$ cat src/rtl/multicycle_ctrl_if.sv
// Control bus between the multi-cycle MIPS controller and its datapath.
// The optional memory-ready input exists only when MCC_MEM_WAIT_EN is defined.
interface multicycle_ctrl_if #(
  parameter int OP_W     = 6,
  parameter int ALU_OP_W = 3,
  parameter int CNT_W    = 32
);
  logic [OP_W-1:0]     instr_op_i;
  logic                zero_i;
`ifdef MCC_MEM_WAIT_EN
  logic                mem_ready_i;
`endif
  logic                pc_write_o;
  logic [1:0]          pc_src_o;
  logic                ir_write_o;
  logic                i_or_d_o;
  logic                mem_read_o;
  logic                mem_write_o;
  logic                mem_to_reg_o;
  logic                reg_dst_o;
  logic                reg_write_o;
  logic                alu_src_a_o;
  logic [1:0]          alu_src_b_o;
  logic [ALU_OP_W-1:0] alu_op_o;
  logic [3:0]          state_o;
  logic                illegal_o;
  logic [CNT_W-1:0]    retire_cnt_o;

  // Controller side: consumes opcode/flags, drives all datapath controls.
  modport slave (
`ifdef MCC_MEM_WAIT_EN
    input  mem_ready_i,
`endif
    input  instr_op_i, zero_i,
    output pc_write_o, pc_src_o, ir_write_o, i_or_d_o, mem_read_o,
           mem_write_o, mem_to_reg_o, reg_dst_o, reg_write_o,
           alu_src_a_o, alu_src_b_o, alu_op_o, state_o, illegal_o,
           retire_cnt_o
  );

  // Datapath side: supplies opcode/flags, observes the controls.
  modport master (
`ifdef MCC_MEM_WAIT_EN
    output mem_ready_i,
`endif
    output instr_op_i, zero_i,
    input  pc_write_o, pc_src_o, ir_write_o, i_or_d_o, mem_read_o,
           mem_write_o, mem_to_reg_o, reg_dst_o, reg_write_o,
           alu_src_a_o, alu_src_b_o, alu_op_o, state_o, illegal_o,
           retire_cnt_o
  );
endinterface

$ cat src/rtl/multicycle_ctrl.sv
// Main control FSM of the multi-cycle MIPS datapath.
// Sequences FETCH/DECODE/EXECUTE/MEM/WRITEBACK, flags illegal opcodes and
// counts retired instructions. Define MCC_MEM_WAIT_EN to let FETCH, MEMRD
// and MEMWR stall on mem_ready_i.
module multicycle_ctrl #(
  parameter int OP_W     = 6,
  parameter int ALU_OP_W = 3,
  parameter int CNT_W    = 32
) (
  input  logic             clk_i,
  input  logic             rst_i,
  multicycle_ctrl_if.slave bus
);

  typedef enum logic [3:0] {
    S_FETCH  = 4'd0,
    S_DECODE = 4'd1,
    S_MEMADR = 4'd2,
    S_MEMRD  = 4'd3,
    S_MEMWB  = 4'd4,
    S_MEMWR  = 4'd5,
    S_RTEXE  = 4'd6,
    S_RTWB   = 4'd7,
    S_IEXE   = 4'd8,
    S_IWB    = 4'd9,
    S_BRANCH = 4'd10,
    S_JUMP   = 4'd11
  } state_e;

  localparam logic [OP_W-1:0] OP_R    = OP_W'(6'h00);
  localparam logic [OP_W-1:0] OP_J    = OP_W'(6'h02);
  localparam logic [OP_W-1:0] OP_BEQ  = OP_W'(6'h04);
  localparam logic [OP_W-1:0] OP_ADDI = OP_W'(6'h08);
  localparam logic [OP_W-1:0] OP_SLTI = OP_W'(6'h0a);
  localparam logic [OP_W-1:0] OP_LW   = OP_W'(6'h23);
  localparam logic [OP_W-1:0] OP_SW   = OP_W'(6'h2b);

  localparam logic [ALU_OP_W-1:0] ALU_ADD   = ALU_OP_W'(3'b000);
  localparam logic [ALU_OP_W-1:0] ALU_SUB   = ALU_OP_W'(3'b001);
  localparam logic [ALU_OP_W-1:0] ALU_FUNCT = ALU_OP_W'(3'b010);
  localparam logic [ALU_OP_W-1:0] ALU_SLT   = ALU_OP_W'(3'b011);

  state_e              state_q, state_d;
  logic [OP_W-1:0]     op_q, op_d;
  logic [CNT_W-1:0]    cnt_q, cnt_d;
  logic                mem_ready_s;
  logic                retire_s;

  logic                pc_write_s;
  logic [1:0]          pc_src_s;
  logic                ir_write_s;
  logic                i_or_d_s;
  logic                mem_read_s;
  logic                mem_write_s;
  logic                mem_to_reg_s;
  logic                reg_dst_s;
  logic                reg_write_s;
  logic                alu_src_a_s;
  logic [1:0]          alu_src_b_s;
  logic [ALU_OP_W-1:0] alu_op_s;
  logic                illegal_s;

`ifdef MCC_MEM_WAIT_EN
  assign mem_ready_s = bus.mem_ready_i;
`else
  assign mem_ready_s = 1'b1;
`endif

  // Next-state, opcode capture and Moore output decode for the current state.
  always_comb begin
    state_d      = S_FETCH;
    op_d         = op_q;
    retire_s     = 1'b0;
    pc_write_s   = 1'b0;
    pc_src_s     = 2'b00;
    ir_write_s   = 1'b0;
    i_or_d_s     = 1'b0;
    mem_read_s   = 1'b0;
    mem_write_s  = 1'b0;
    mem_to_reg_s = 1'b0;
    reg_dst_s    = 1'b0;
    reg_write_s  = 1'b0;
    alu_src_a_s  = 1'b0;
    alu_src_b_s  = 2'b00;
    alu_op_s     = ALU_ADD;
    illegal_s    = 1'b0;
    case (state_q)
      S_FETCH: begin
        mem_read_s  = 1'b1;
        alu_src_b_s = 2'b01;
        // IR/PC only load in the cycle the memory actually returns data.
        if (mem_ready_s) begin
          ir_write_s = 1'b1;
          pc_write_s = 1'b1;
          state_d    = S_DECODE;
        end else begin
          state_d    = S_FETCH;
        end
      end
      S_DECODE: begin
        alu_src_b_s = 2'b11;
        op_d        = bus.instr_op_i;
        case (bus.instr_op_i)
          OP_R:             state_d = S_RTEXE;
          OP_LW, OP_SW:     state_d = S_MEMADR;
          OP_ADDI, OP_SLTI: state_d = S_IEXE;
          OP_BEQ:           state_d = S_BRANCH;
          OP_J:             state_d = S_JUMP;
          default: begin
            illegal_s = 1'b1;
            state_d   = S_FETCH;
          end
        endcase
      end
      S_MEMADR: begin
        alu_src_a_s = 1'b1;
        alu_src_b_s = 2'b10;
        if (op_q == OP_LW) begin
          state_d = S_MEMRD;
        end else begin
          state_d = S_MEMWR;
        end
      end
      S_MEMRD: begin
        mem_read_s = 1'b1;
        i_or_d_s   = 1'b1;
        if (mem_ready_s) begin
          state_d = S_MEMWB;
        end else begin
          state_d = S_MEMRD;
        end
      end
      S_MEMWB: begin
        reg_write_s  = 1'b1;
        mem_to_reg_s = 1'b1;
        retire_s     = 1'b1;
        state_d      = S_FETCH;
      end
      S_MEMWR: begin
        mem_write_s = 1'b1;
        i_or_d_s    = 1'b1;
        // A store retires only in the cycle the write is accepted.
        if (mem_ready_s) begin
          retire_s = 1'b1;
          state_d  = S_FETCH;
        end else begin
          state_d  = S_MEMWR;
        end
      end
      S_RTEXE: begin
        alu_src_a_s = 1'b1;
        alu_op_s    = ALU_FUNCT;
        state_d     = S_RTWB;
      end
      S_RTWB: begin
        reg_write_s = 1'b1;
        reg_dst_s   = 1'b1;
        retire_s    = 1'b1;
        state_d     = S_FETCH;
      end
      S_IEXE: begin
        alu_src_a_s = 1'b1;
        alu_src_b_s = 2'b10;
        if (op_q == OP_SLTI) begin
          alu_op_s = ALU_SLT;
        end else begin
          alu_op_s = ALU_ADD;
        end
        state_d = S_IWB;
      end
      S_IWB: begin
        reg_write_s = 1'b1;
        retire_s    = 1'b1;
        state_d     = S_FETCH;
      end
      S_BRANCH: begin
        alu_src_a_s = 1'b1;
        alu_op_s    = ALU_SUB;
        pc_src_s    = 2'b01;
        pc_write_s  = bus.zero_i;
        retire_s    = 1'b1;
        state_d     = S_FETCH;
      end
      S_JUMP: begin
        pc_src_s   = 2'b10;
        pc_write_s = 1'b1;
        retire_s   = 1'b1;
        state_d    = S_FETCH;
      end
      // Encodings 12-15 are unreachable; recover to FETCH with outputs idle.
      default: begin
        state_d = S_FETCH;
      end
    endcase
  end

  // Retired-instruction counter next value; wraps naturally at 2^CNT_W.
  always_comb begin
    if (retire_s) begin
      cnt_d = cnt_q + CNT_W'(1);
    end else begin
      cnt_d = cnt_q;
    end
  end

  // State, latched opcode and retire counter; reset aborts any instruction.
  always_ff @(posedge clk_i or posedge rst_i) begin
    if (rst_i) begin
      state_q <= S_FETCH;
      op_q    <= '0;
      cnt_q   <= '0;
    end else begin
      state_q <= state_d;
      op_q    <= op_d;
      cnt_q   <= cnt_d;
    end
  end

  // Reset masks every control immediately so no write can complete.
  assign bus.pc_write_o   = rst_i ? 1'b0 : pc_write_s;
  assign bus.pc_src_o     = rst_i ? 2'b00 : pc_src_s;
  assign bus.ir_write_o   = rst_i ? 1'b0 : ir_write_s;
  assign bus.i_or_d_o     = rst_i ? 1'b0 : i_or_d_s;
  assign bus.mem_read_o   = rst_i ? 1'b0 : mem_read_s;
  assign bus.mem_write_o  = rst_i ? 1'b0 : mem_write_s;
  assign bus.mem_to_reg_o = rst_i ? 1'b0 : mem_to_reg_s;
  assign bus.reg_dst_o    = rst_i ? 1'b0 : reg_dst_s;
  assign bus.reg_write_o  = rst_i ? 1'b0 : reg_write_s;
  assign bus.alu_src_a_o  = rst_i ? 1'b0 : alu_src_a_s;
  assign bus.alu_src_b_o  = rst_i ? 2'b00 : alu_src_b_s;
  assign bus.alu_op_o     = rst_i ? ALU_ADD : alu_op_s;
  assign bus.illegal_o    = rst_i ? 1'b0 : illegal_s;
  assign bus.state_o      = state_q;
  assign bus.retire_cnt_o = cnt_q;

endmodule

$ cat src/flat_wrapper.sv
// flat-port wrapper written by rule: the top's interface ports become plain ports
module multicycle_ctrl_flat 
#(
  parameter int OP_W     = 6,
  parameter int ALU_OP_W = 3,
  parameter int CNT_W    = 32
)
  (clk_i, rst_i, bus_instr_op_i, bus_zero_i, bus_pc_write_o, bus_pc_src_o, bus_ir_write_o, bus_i_or_d_o, bus_mem_read_o, bus_mem_write_o, bus_mem_to_reg_o, bus_reg_dst_o, bus_reg_write_o, bus_alu_src_a_o, bus_alu_src_b_o, bus_alu_op_o, bus_state_o, bus_illegal_o, bus_retire_cnt_o);
  multicycle_ctrl_if #(.OP_W(OP_W), .ALU_OP_W(ALU_OP_W), .CNT_W(CNT_W)) bus_i ();
  input  logic clk_i;
  input  logic rst_i;
  input wire logic [$bits(bus_i.instr_op_i)-1:0] bus_instr_op_i;
  input wire logic [$bits(bus_i.zero_i)-1:0] bus_zero_i;
  output wire logic [$bits(bus_i.pc_write_o)-1:0] bus_pc_write_o;
  output wire logic [$bits(bus_i.pc_src_o)-1:0] bus_pc_src_o;
  output wire logic [$bits(bus_i.ir_write_o)-1:0] bus_ir_write_o;
  output wire logic [$bits(bus_i.i_or_d_o)-1:0] bus_i_or_d_o;
  output wire logic [$bits(bus_i.mem_read_o)-1:0] bus_mem_read_o;
  output wire logic [$bits(bus_i.mem_write_o)-1:0] bus_mem_write_o;
  output wire logic [$bits(bus_i.mem_to_reg_o)-1:0] bus_mem_to_reg_o;
  output wire logic [$bits(bus_i.reg_dst_o)-1:0] bus_reg_dst_o;
  output wire logic [$bits(bus_i.reg_write_o)-1:0] bus_reg_write_o;
  output wire logic [$bits(bus_i.alu_src_a_o)-1:0] bus_alu_src_a_o;
  output wire logic [$bits(bus_i.alu_src_b_o)-1:0] bus_alu_src_b_o;
  output wire logic [$bits(bus_i.alu_op_o)-1:0] bus_alu_op_o;
  output wire logic [$bits(bus_i.state_o)-1:0] bus_state_o;
  output wire logic [$bits(bus_i.illegal_o)-1:0] bus_illegal_o;
  output wire logic [$bits(bus_i.retire_cnt_o)-1:0] bus_retire_cnt_o;
  assign bus_i.instr_op_i = bus_instr_op_i;
  assign bus_i.zero_i = bus_zero_i;
  assign bus_pc_write_o = bus_i.pc_write_o;
  assign bus_pc_src_o = bus_i.pc_src_o;
  assign bus_ir_write_o = bus_i.ir_write_o;
  assign bus_i_or_d_o = bus_i.i_or_d_o;
  assign bus_mem_read_o = bus_i.mem_read_o;
  assign bus_mem_write_o = bus_i.mem_write_o;
  assign bus_mem_to_reg_o = bus_i.mem_to_reg_o;
  assign bus_reg_dst_o = bus_i.reg_dst_o;
  assign bus_reg_write_o = bus_i.reg_write_o;
  assign bus_alu_src_a_o = bus_i.alu_src_a_o;
  assign bus_alu_src_b_o = bus_i.alu_src_b_o;
  assign bus_alu_op_o = bus_i.alu_op_o;
  assign bus_state_o = bus_i.state_o;
  assign bus_illegal_o = bus_i.illegal_o;
  assign bus_retire_cnt_o = bus_i.retire_cnt_o;
  multicycle_ctrl #(.OP_W(OP_W), .ALU_OP_W(ALU_OP_W), .CNT_W(CNT_W)) u_core (.clk_i(clk_i), .rst_i(rst_i), .bus(bus_i));
endmodule
$ cat config.mk
export PLATFORM = sky130hd
export DESIGN_NAME = multicycle_ctrl_flat
export DESIGN_NICKNAME = d
export VERILOG_FILES = /design/src/rtl/multicycle_ctrl_if.sv /design/src/rtl/multicycle_ctrl.sv /design/src/flat_wrapper.sv
export SDC_FILE = /design/constraint.sdc
export NUM_CORES = 1
export LEC_CHECK = 0
export ABC_AREA = 1
export BUFFER_PORTS_ARGS = -buffer_cell sky130_fd_sc_hd__buf_4
export CAP_MARGIN = 20
export CORE_ASPECT_RATIO = 0.5
export CORE_MARGIN = 3
export CORE_UTILIZATION = 30
export CTS_CLUSTER_SIZE = 30
export DETAILED_ROUTE_END_ITERATION = 10
export PLACE_DENSITY = 0.49
export SLEW_MARGIN = 10
export SYNTH_ARGS = -nofsm -noshare
export SYNTH_HDL_FRONTEND = slang
export SYNTH_SLANG_ARGS = --single-unit
$ cat constraint.sdc
create_clock -name clk_i -period 1.8 [get_ports clk_i]
set_input_delay 0.09 -clock clk_i [delete_from_list [all_inputs] [get_ports clk_i]]
set_output_delay 0.09 -clock clk_i [all_outputs]
set_load 0.02 [all_outputs]
==> flow_summary.ini <==
[floorplanning]
ios = 62
start_util_pct = 32.1
die_y_um = 69.9
die_width_um = 134
coreArea_um2 = 7620
rows = 22
die_area_um2 = 9350

[layout]
drive_above_1_share_pct = 28.0
syn_to_final_growth_pct = 34.8
antenna_cells = 0
fin_nets = 406
nFillCells = 777
fin_cells = 505

[power]
peakVddDrop_mv = 0.526
powerDensity_nw_per_um2 = 957
power.leakage_uw = 0.00166

[sta]
hold_viol = 0
holdWs_ns = 0.0360
fmax_mhz = 594
setup_tns_ns = 0
fin_crit_sh_pct = 93.5
finClkSkew_ns = 0.00662
setup_violations = 0
min_period_ns = 1.68
rsz0062_at_grt = yes
drv_slew = 0

[detailed_routing]
vias = 2314
first_pass_iters = 4
viasPerCell = 4.58
top_layer = met4
m1WireLength_mm = 3.05
route.met3.wl_um = 310
drc = 0
avgRoutedWirePerCell_um = 12.5
antenna_left = 0
drtIter0Drc = 118
drt-total-wl_mm = 6.30
wl_met2_mm = 2.85

[clock_tree]
cts_buffer_depth = 2
numCtsBuffers = 5
cts_tree = done
cts_max_level = 2
cts_sinks = 42
clock_latency_ns = 0.29
clock-root-buffer = clkbuf_16
cts.clk_slew.worst_paths_ns = 0.06

[global_route]
antenna_found_initial = 0
first_global_vias = 2305
grt-ovfl-total = 0
grt_pass1_wl_mm = 11.0
grt_max_degree = 27
grt_util_all_layers_pct = 14.5

[worst_setup_path]
crit_required_ns = 1.71
critical-path-max-stage-delay_ns = 0.45
r2r_start = u_core.bus.state_o[2]$_DFF_PP0_
startpoint_type = register
critPathLaunch = u_core.bus.state_o[0]$_DFF_PP0_
worstPathCellList = inv_4, nand2_2, nor3_4, inv_1, nor2_2, inv_1, o21ai_1, buf_4
crit_path_frequent_cell = inv_1
endpoint_kind = output pin
worstPathMaxFanout = 6
crit_family = flip-flops
crit_buf_inv = 4
cp.arrival_ns = 1.59
cp_slowest_cell = dfrtp_2
critical_path_class = register to output pin

[synth]
avgSynthCellArea_um2 = 7.58
syn-cell-area_um2 = 2450
yosysSeqAreaShare_pct = 42.9
syn_inst = 323
synthFlopType = dfrtp_1
yosysMostFrequentCell = nand2_1
synth_edf_count = 0
ys_top_cells_by_area = dfrtp_1 43%, nand2_1 15%, nand3_1 5.1%, inv_1 4.8%, nor2_1 4.6%
async_flop_share_pct = 100
synth_seq_cells = 42
syn_nets = 333
yosys_warnings = 0
synth_top_area_share_pct = 42.9
yosys-top-cells-count = 98 x nand2_1, 42 x dfrtp_1, 31 x inv_1, 30 x nor2_1, 25 x nand3_1
yosysUniqueCellTypes = 35
synth_top_area_cell = dfrtp_1

[job]
cap_violations = 0

[placed_design]
place_congestion = 0.817
dp.cells = 492
io_buffers = 60
dpl.hpwl_mm = 4.84

[outcome]
status = completed

[hold_path]
holdCritPathClass = input port to register
hold_start = bus_instr_op_i[4]
-- per-layer routing --
layer  vias up  GRT usage [%]
met5         -              0
li1       1190              -
met3         8           3.88
met4         0           4.79
met2        46           23.4
met1      1070           18.9
-- report_power, final --
part	switching [uW]	internal, uW	total (uW)	leakage [uW]
sequential	139	1070	1210	0.000564
clock	379	655	1030	0.0000771
combinational	562	350	912	0.00102
-- tightest hold or removal path, stage by stage --
cell and delay [ns]:
buf_4 0.09, nand2_1 0.05, o21ai_0 0.06
-- sequential cells by signal (all words and copies together), names as in the netlist --
signal and count:
u_core.bus.retire_cnt_o 32, u_core.bus.state_o 4, u_core.op_q 6
-- placed cells by master, fill, tap and decap left out, types with 2 or more instances in the layout --
cell type | Yosys | final
o21ai_1 | 4 | 5
nor3b_1 | 2 | 2
dfrtp_2 | 0 | 4
xnor2_1 | 7 | 7
xor2_1 | 7 | 7
o21ai_0 | 7 | 6
and2_1 | 3 | 3
nand3_1 | 25 | 25
nor2_1 | 30 | 27
nor2_2 | 6 | 7
nand4_1 | 15 | 15
inv_2 | 8 | 7
clkbuf_16 | 0 | 5
nand2_4 | 2 | 2
clkinvlp_4 | 0 | 2
nand2_2 | 1 | 3
nand3b_1 | 5 | 5
inv_1 | 31 | 30
a21oi_1 | 3 | 3
nor2_4 | 2 | 4
nand2_1 | 98 | 96
nor3_1 | 10 | 9
buf_4 | 1 | 68
dfrtp_1 | 42 | 38
-- kinds of logic after synthesis --
group,count (synthesis),share of synthesized area [%]
AOI/OAI and AO/OA,18,4.04
other,1,0.153
xor gates and xnor gates,15,5.67
buffers and inverters,43,7.26
and+or+nand+nor,203,39.4
adders and majority gates,1,0.511
DFF,42,42.9
-- repair_timing --
action / 4_1_cts / 5_1_grt
pin swaps: 0 / 4
endpoints found under the hold margin: 3 / 0
resized for setup: 3 / 14
hold buffers: 1 / 0
endpoints found under the setup margin: 3 / 7
setup buffers: 0 / 4
-- per-stage QoR --
step / worst slack (ns) / utilization [%] / instance area (um^2) / power (uW)
6_report: 0.118 / 43.3 / 3300 / 3160
5_1_grt: -0.0248 / 43.3 / 3300 / 3370
4_1_cts: 0.00192 / 42.4 / 3230 / 3140
3_5_place_dp: 0.186 / 39.9 / 3040 / 2070
3_3_place_gp: 0.220 / 39.9 / 3040 / 2060
2_1_floorplan: 0.0578 / - / 2450 / 1720
-- final cells by class --
cell class / instances / area (um^2) / share of cell area (%)
tap: 108 / 135 / 4.09
clock buffer: 6 / 129 / 3.90
clock inverter: 2 / 37.5 / 1.14
sequential: 42 / 1060 / 32.0
inverter: 39 / 153 / 4.62
timing repair buffer: 70 / 532 / 16.1
multi-input combinational: 238 / 1260 / 38.2
-- final timing paths --
path	endpoint	slack, ns	depth (start not counted)
setup / recovery	bus_alu_src_a_o	0.12	8
hold / removal	u_core.op_q[4]$_DFFE_PP0P_	0.04	3
setup reg to reg	u_core.bus.retire_cnt_o[14]$_DFFE_PP0P_	0.14	10
hold reg to reg	u_core.bus.retire_cnt_o[31]$_DFFE_PP0P_	0.51	2
max in group asynchronous	u_core.bus.state_o[0]$_DFF_PP0_	0.88	4
min in group asynchronous	u_core.op_q[5]$_DFFE_PP0P_	0.33	3
(Power assumes the default switching activity.)
